$ cat config.mk
export PLATFORM = sky130hd
export DESIGN_NAME = fetch_stage
export DESIGN_NICKNAME = d
export VERILOG_FILES = /design/src/rtl/fetch_stage.sv
export SDC_FILE = /design/constraint.sdc
export NUM_CORES = 1
export LEC_CHECK = 0
export ABC_AREA = 1
export ABC_CLOCK_PERIOD_IN_PS = 1400
export CAP_MARGIN = 20
export CORE_MARGIN = 1.5
export CORE_UTILIZATION = 41
export CTS_BUF_LIST = sky130_fd_sc_hd__clkbuf_8
export DETAILED_ROUTE_END_ITERATION = 10
export PLACE_DENSITY = 0.77
export SLEW_MARGIN = 0
export SYNTH_ARGS = -nofsm -noshare
export SYNTH_HDL_FRONTEND = slang
export SYNTH_SLANG_ARGS = --single-unit
$ cat constraint.sdc
create_clock -name clk -period 1.4 [get_ports clk]
set_clock_uncertainty 0.1 [all_clocks]
set_input_delay 0.28 -clock clk [delete_from_list [all_inputs] [get_ports clk]]
set_output_delay 0.28 -clock clk [all_outputs]
set_load 0.1 [all_outputs]
$ cat src/rtl/fetch_stage.sv
// -----------------------------------------------------------------------------
// fetch_stage
//   Instruction-fetch stage of the MIPS pipeline. Holds the PC, drives the
//   instruction-memory address, picks the next PC (PC+4 / branch / jump) and
//   captures the fetched word into the IF/ID pipeline register.
//
//   Optional feature macro: FETCH_PERF_EN (adds fetch / bubble counters).
//
// Parameters
//   RESET_PC   PC loaded by reset (word aligned)
//   NOP_WORD   instruction placed in IF/ID for a bubble
//
// Ports
//   clk              in   rising-edge clock
//   rst_n            in   synchronous active-low reset
//   imem_addr        out  instruction-memory byte address (= PC register)
//   imem_rdata       in   instruction word at imem_addr (same cycle)
//   stall            in   hold PC and IF/ID
//   flush            in   load a bubble into IF/ID
//   branch_taken     in   redirect PC to branch_target
//   branch_target    in   branch target byte address
//   jump             in   redirect PC to the jump target
//   jump_index       in   instr[25:0] of the jump sitting in decode
//   if_id_instr      out  registered instruction
//   if_id_pc4        out  registered PC+4 of that instruction
//   if_id_valid      out  1 = real instruction, 0 = bubble
//   perf_fetch_cnt   out  valid IF/ID loads (FETCH_PERF_EN only)
//   perf_bubble_cnt  out  bubble IF/ID loads (FETCH_PERF_EN only)
// -----------------------------------------------------------------------------
module fetch_stage #(
    parameter logic [31:0] RESET_PC = 32'h0000_0000,
    parameter logic [31:0] NOP_WORD = 32'h0000_0000
) (
    input  logic        clk,
    input  logic        rst_n,
    output logic [31:0] imem_addr,
    input  logic [31:0] imem_rdata,
    input  logic        stall,
    input  logic        flush,
    input  logic        branch_taken,
    input  logic [31:0] branch_target,
    input  logic        jump,
    input  logic [25:0] jump_index,
    output logic [31:0] if_id_instr,
    output logic [31:0] if_id_pc4,
`ifdef FETCH_PERF_EN
    output logic [31:0] perf_fetch_cnt,
    output logic [31:0] perf_bubble_cnt,
`endif
    output logic        if_id_valid
);

    logic [31:0] pc_q, pc_d;
    logic [31:0] pc4;
    logic [31:0] jump_target;
    logic        redirect;
    logic        bubble;

    logic [31:0] instr_q, instr_d;
    logic [31:0] ifpc4_q, ifpc4_d;
    logic        valid_q, valid_d;

    assign pc4         = pc_q + 32'd4;
    // Region bits come from the jump's own PC+4 (held in IF/ID), not the
    // current PC, which has already moved past the jump.
    assign jump_target = {ifpc4_q[31:28], jump_index, 2'b00};
    assign redirect    = branch_taken | jump;
    // No delay slot: whatever is fetched during a redirect is squashed.
    assign bubble      = flush | redirect;

    // Next PC: branch beats jump, any redirect beats stall.
    always_comb begin
        pc_d = pc4;
        if (branch_taken)
            pc_d = branch_target & 32'hFFFF_FFFC;
        else if (jump)
            pc_d = jump_target;
        else if (stall)
            pc_d = pc_q;
    end

    // IF/ID next state: bubble beats stall.
    always_comb begin
        instr_d = imem_rdata;
        ifpc4_d = pc4;
        valid_d = 1'b1;
        if (bubble) begin
            instr_d = NOP_WORD;
            ifpc4_d = 32'd0;
            valid_d = 1'b0;
        end else if (stall) begin
            instr_d = instr_q;
            ifpc4_d = ifpc4_q;
            valid_d = valid_q;
        end
    end

    always_ff @(posedge clk) begin
        if (!rst_n) begin
            pc_q    <= RESET_PC;
            instr_q <= NOP_WORD;
            ifpc4_q <= 32'd0;
            valid_q <= 1'b0;
        end else begin
            pc_q    <= pc_d;
            instr_q <= instr_d;
            ifpc4_q <= ifpc4_d;
            valid_q <= valid_d;
        end
    end

    assign imem_addr   = pc_q;
    assign if_id_instr = instr_q;
    assign if_id_pc4   = ifpc4_q;
    assign if_id_valid = valid_q;

`ifdef FETCH_PERF_EN
    logic [31:0] fetch_cnt_q, fetch_cnt_d;
    logic [31:0] bubble_cnt_q, bubble_cnt_d;

    // Stall edges (no bubble) count in neither counter.
    always_comb begin
        fetch_cnt_d  = fetch_cnt_q;
        bubble_cnt_d = bubble_cnt_q;
        if (bubble)
            bubble_cnt_d = bubble_cnt_q + 32'd1;
        else if (!stall)
            fetch_cnt_d = fetch_cnt_q + 32'd1;
    end

    always_ff @(posedge clk) begin
        if (!rst_n) begin
            fetch_cnt_q  <= 32'd0;
            bubble_cnt_q <= 32'd0;
        end else begin
            fetch_cnt_q  <= fetch_cnt_d;
            bubble_cnt_q <= bubble_cnt_d;
        end
    end

    assign perf_fetch_cnt  = fetch_cnt_q;
    assign perf_bubble_cnt = bubble_cnt_q;
`endif

endmodule

==> results of run 1 <==
## cells in the mapped netlist (2+ instances only)
cell type and instances:
nor2_1 108, o211ai_1 20, nand2_1 170, a21oi_1 89, buf_4 5, nor2_2 8, nand4_1 2, inv_2 2
clkbuf_1 27, nand3_1 54, xnor2_1 3, nor2_4 4, nand2_2 6, o21ai_0 51, xor2_1 6, dfxtp_1 93
inv_1 65, buf_2 13
## area by class of cell
class                   instances  area [sq um]  share of cell area
well taps                     143           179              0.0187
inverters                      67           251              0.0263
clock buffers                  10           138              0.0144
flip-flops and latches         93          2000               0.210
repair inverters                1          5.00            0.000524
multi-input cells             534          2930               0.307
repair buffers                302          3950               0.414
clock inverters                 6          92.6             0.00970
## power breakdown
part	internal [uW]	switching [uW]	total [uW]
sequential	2730	115	2850
clock	1070	1080	2150
combinational	1070	1440	2510
total	4870	2640	7510
## worst min path at each step
| stage | startpoint | endpoint | slack [ns] | cells past startpoint |
|---|---|---|---|---|
| after floorplan | rst_n | imem_addr[2] | 0.32 | 2 |
| after global placement | if_id_instr[29] | if_id_instr[29] | 0.39 | 2 |
| after detailed placement | if_id_instr[17] | if_id_instr[17] | 0.39 | 2 |
| after CTS | branch_taken | imem_addr[17] | 0.32 | 5 |
| after global routing | imem_rdata[2] | if_id_instr[2] | 0.33 | 3 |
| final | imem_rdata[11] | if_id_instr[11] | 0.33 | 3 |
## through the flow
step                      instances  cell area, sq um  setup TNS, ns  hold WS, ns
after floorplan                 740              4980          -9.92        0.319
after global placement         1100              8420         -27.81        0.388
after global routing           1156              9550         -17.67        0.328
final                          1156              9550         -12.34        0.326
after detailed placement       1100              8420         -30.34        0.393
after CTS                      1136              9110          -8.95        0.315
## state kept, by name, summed over array words and instances (netlist names)
signal / flops
if_id_pc4: 30
if_id_instr: 32
imem_addr: 30
if_id_valid: 1
## cells in the final DEF (no fill, tap or decap), drive strengths merged
master	Yosys	final
clkinv	0	1
a31oi	1	1
and2	1	1
nand3b	1	1
dfxtp	93	93
buf	19	208
nor3	1	1
xnor2	3	3
clkbuf	27	12
a21oi	89	89
bufinv	0	2
inv	67	70
o21ai	52	52
clkinvlp	0	1
conb	1	4
or2	2	2
ha	1	1
nand4	2	2
nand3	54	54
nand2	177	177
dlymetal6s2s	0	1
xor2	6	6
o211ai	20	20
nor2	120	120
clkdlybuf4s50	0	91
## timing repair
action                     in CTS  in global routing
gates resized for setup        72                 82
setup buffers                  21                 22
cloned                          0                  3
hold buffers                    0                  0
setup endpoints to repair      76                119
pin swaps                      24                 23
## worst max-delay path, stage by stage (launching register included)
cell and delay, ns:
dfxtp_4 0.38, ha_4 0.14, nand2_2 0.07, nor2_4 0.21, nand2_4 0.12, buf_6 0.14
inv_1 0.05, nand4_1 0.15, nand3_1 0.14, nand2_1 0.07, a21oi_1 0.12
## cells by family after synthesis
| group | Yosys count |
|---|---|
| DFF | 93 |
| adders and majority gates | 1 |
| AOI/OAI and AO/OA | 162 |
| other | 1 |
| buffers and inverters | 113 |
| xor gates and xnor gates | 9 |
| and+or+nand+nor | 358 |
## layer usage
layer / vias up / part of all wire / global-route usage
met5: - / 0 / 0
li1: 2902 / - / -
met2: 419 / 0.50 / 0.527
met4: 0 / 0.045 / 0.141
met1: 2959 / 0.34 / 0.328
met3: 84 / 0.12 / 0.106
==> results.ini, run 1 <==
[yosys]
synth.top_cell.area_share = 0.389
ys_seq_area_frac = 0.389
syn_area_per_cell_sq_um = 6.49
syn_inst = 737
synth_fa_ha_area_frac = 0.00262
muxShareOfSynthArea = 0
synthSimpleGateAreaFrac = 0.315
ys_warn_count = 0
async_reset_ff_frac = 0
synth-xor-area-share = 0.0165
synth.area.top_cells = dfxtp_1, nand2_1, a21oi_1, nor2_1, nand3_1
synth_area_sq_um = 4780
yosysUniqueCellTypes = 29
yosysTopAreaCell = dfxtp_1
yosys_register_bits = 93
synth_compound_area_frac = 0.180
synth_top_family_by_area = simple AND/OR/NAND/NOR gates
synth-edff-count = 0
ys.flop_type = dfxtp_1

[cells_and_area]
n_fill_cell = 651
nets = 1105
drive_gt1_frac = 0.373
antenna-diode-count = 0
area_delta_synth_final_pct = 99.6
postLayoutCoreUtil = 0.836

[clock_tree]
root_buffer = clkbuf_8
clk_pin_slew_ns = 0.10
clk_path_buf_depth = 2
cts_tree = done
clock-sinks = 93
numCtsBuffers = 9
clock_latency_ns = 0.39
htree_levels = 3

[sta]
setup_slack_ns = -0.363
slew_viol_final = 0
min_period_ns = 1.76
grt_setup_unrepaired = yes
setup_viol = 81
finalCritPeriodShare = 1.26
fmax_mhz = 567
hold_viol = 0

[global_route]
track_usage = 0.302
antenna_found_initial = 0
grt_max_degree = 45
overflow = 0
grt_pass1_vias = 6044
grt_pass1_wl_microns = 29900

[routing]
dr.first_iter.drc_count = 561
detail_route.wl_per_cell_microns = 18.1
via_count = 6364
ant_nets = 0
via_per_inst = 5.51
routed_wl_microns = 20900
drt_first_pass_iters = 6
drc = 0

[setup_path]
critPathRequiredTime_ns = 1.62
r2r_start = imem_addr[2]
end_kind = flop
cp_max_fo = 4
crit_arrival_ns = 1.99
cp-start-kind = flop
r2r_cells = 10
r2r-end = imem_addr[16]
crit_type = flop to flop
crit_end = imem_addr[16]
startpoint = imem_addr[2]
rrSetupSlack_ns = -0.36

[floorplanning]
dieArea_sq_um = 12300
num_rows = 39
fp.coreArea_sq_um = 11400
io_pins = 193
die_w_microns = 111
start_util = 0.419
die_h_microns = 111

[hold_path]
holdCritPathClass = input pin to flop

[place]
routabilityCongestion = 0.962
dp_hpwl_microns = 12900
pre_cts_slack_ns = -0.418
portBuffers = 186

[job]
drv_cap = 0

[power_and_ir_drop]
power_uw = 7510
powerDensity_nw_per_um2 = 787
leakagePower_uw = 0.00412
peakVddDrop_uv = 740

[outcome]
status = finished, violations left
violations = negative setup slack

No activity file was read; power rests on OpenSTA's default activity.
==> run 2, diff against run 1 <==
- PLACE_DENSITY: 0.77 -> default
- PLACE_DENSITY_LB_ADDON: default -> 0.3
==> run 2 against run 1 <==
Sequential share of layout area is 0.051 points higher. Critical path type unchanged. The run still ends with negative setup slack left. Sequential cell count stayed put. Highest routed layer unchanged. Via count is 4.3% lower.
==> results.ini, run 2 (same netlist as run 1, synthesis figures left out) <==
[setup_path]
cp_max_fo = 6  ; +2
critical_path.slowest_cell = dfxtp_4
r2r-end = if_id_pc4[18]
critPathTopFamily = simple AND/OR/NAND/NOR gates
path_buf_inv = 1  ; -1
critPathRequiredTime_ns = 1.58  ; -0.04 ns
crit_type = flop to flop
crit_arrival_ns = 1.92  ; -0.07 ns
slowest_delay_ns = 0.38  ; about the same
startpoint = imem_addr[3]
r2r_cells = 8  ; -2
end_kind = flop
cp-start-kind = flop
path_common_cell = nand2_4
rrSetupSlack_ns = -0.33  ; +0.03 ns
path_cells = ha_4, nand2_4, nor2_4, nand2_4, o21ai_0, nand3_1, o211ai_1, inv_1
r2r_start = imem_addr[3]

[sta]
setup_slack_ns = -0.334  ; +0.0284 ns
slew_viol_final = 0  ; unchanged
fmax_mhz = 577  ; +1.6%
setup_viol = 76  ; -6.2%
finalCritPeriodShare = 1.24  ; -0.0203
hold_ws_ns = 0.327  ; +0.00125 ns
hold_viol = 0  ; unchanged
min_period_ns = 1.73  ; -0.0284 ns
grt_setup_unrepaired = yes

[power_and_ir_drop]
powerDensity_nw_per_um2 = 800  ; +1.7%
peakVddDrop_uv = 714  ; -3.6%
leakagePower_uw = 0.00404  ; -1.9%

[routing]
ant_nets = 0  ; unchanged
drc = 0  ; unchanged
routed_wl_microns = 19400  ; -7.3%
via_count = 6090  ; -4.3%
wl_met1_microns = 7140  ; -0.53%
via_per_inst = 5.31  ; -3.5%
drt_first_pass_iters = 5  ; -1
route.met3.wl_microns = 1690  ; -30%
dr.first_iter.drc_count = 376  ; -33%
routed-wl-met2_microns = 9630  ; -7.4%
detail_route.wl_per_cell_microns = 16.9  ; -6.5%
highest_layer = met4

[global_route]
antenna_found_initial = 0  ; unchanged
track_usage = 0.301  ; -0.00121
grt_max_degree = 43  ; -4.4%
grt_pass1_wl_microns = 29700  ; -0.51%
grt_pass1_vias = 6012  ; -0.53%
overflow = 0  ; unchanged

[job]
drv_cap = 0  ; unchanged

[clock_tree]
clock_latency_ns = 0.39  ; about the same
cts_tree = done
numCtsBuffers = 9  ; unchanged
cts-hold-fix-buffers = 0  ; unchanged
htree_levels = 3  ; unchanged
clock-sinks = 93  ; unchanged
root_buffer = clkbuf_8
clk_pin_slew_ns = 0.10  ; about the same
clk_path_buf_depth = 2  ; unchanged

[cells_and_area]
area_delta_synth_final_pct = 97.7
n_fill_cell = 662  ; +1.7%
mostFrequentLayoutCell = nand2_1
most-common-layout-cells = nand2_1, buf_12, nor2_1
antenna-diode-count = 0  ; unchanged
register_area_sq_um = 1990  ; -0.69%
drive_gt1_frac = 0.357  ; -0.0162
nets = 1095  ; -0.90%
largest_reg_flops = 32  ; unchanged
multi_input_area_sq_um = 2950  ; +0.64%
instances_no_fill = 1146  ; -0.87%

[hold_path]
min_path_cells = 4  ; +1
min_to = imem_addr[5]
holdCritPathClass = input pin to flop
hp-start = jump

[outcome]
status = finished, violations left
violations = negative setup slack

[floorplanning]
io_pins = 193  ; unchanged
num_rows = 39  ; unchanged
fp.coreArea_sq_um = 11400  ; unchanged
die_h_microns = 111  ; unchanged
die_w_microns = 111  ; unchanged
start_util = 0.419  ; unchanged
dieArea_sq_um = 12300  ; unchanged

[place]
post-place-cells = 1100  ; unchanged
dp_hpwl_microns = 13000  ; +0.93%
routabilityCongestion = 0.929  ; -3.4%
portBuffers = 186  ; unchanged

-- run 2: worst max path at each step --
stage                       to  cells past startpoint
3_3_place_gp   if_id_instr[17]                      8
2_1_floorplan    if_id_pc4[18]                      8
6_report         if_id_pc4[18]                      8
3_5_place_dp   if_id_instr[10]                      8
4_1_cts          imem_addr[14]                      9
5_1_grt          if_id_pc4[18]                      8
-- run 2: through the flow --
| step | worst slack, ns | utilization | TNS (ns) | area [sq um] | total power (uW) |
|---|---|---|---|---|---|
| 6_report | -0.334 | 0.828 | -9.63 | 9460 | 7570 |
| 5_1_grt | -0.442 | 0.828 | -14.74 | 9460 | 7820 |
| 4_1_cts | -0.209 | 0.800 | -6.55 | 9130 | 7450 |
| 3_5_place_dp | -0.451 | 0.738 | -32.69 | 8420 | 5120 |
| 3_3_place_gp | -0.428 | 0.738 | -31.82 | 8420 | 5090 |
| 2_1_floorplan | -0.326 | - | -9.92 | 4980 | 4100 |
-- run 2: metal layers --
layer,track usage,vias to the layer above
li1,-,2878
met5,0,-
met1,0.331,2813
met2,0.522,326
met4,0.159,0
met3,0.0902,73
-- run 2: worst register-to-register path, cell delays in order (launching register included) --
cell      delay, ns
dfxtp_4        0.38
ha_4           0.14
nand2_4        0.06
nor2_4         0.19
nand2_4        0.16
o21ai_0        0.30
nand3_1        0.13
o211ai_1       0.11
inv_1          0.06
-- run 2: where the power goes --
part | switching (uW) | internal (uW)
Clock | 1030 | 1180
Combinational | 1430 | 1070
Sequential | 123 | 2730
-- run 2: timing repair --
action | 4_1_cts | 5_1_grt
buffers inserted | 24 | 17
gates resized for setup | 80 | 83
pin swaps | 12 | 20
endpoints found under the setup margin | 103 | 112
-- run 2: cell type report --
class / count / area share
clock buffers: 9 / 0.0131
clock inverters: 7 / 0.0120
inverters: 67 / 0.0271
multi-input cells: 534 / 0.312
flip-flops and latches: 93 / 0.210
well taps: 143 / 0.0189
repair buffers: 293 / 0.407
==> run 3, diff against run 2 <==
- CAP_MARGIN: 20 -> default
==> results of run 3 <==
No change in the layout: final DEF, timing and power equal those of run 2.
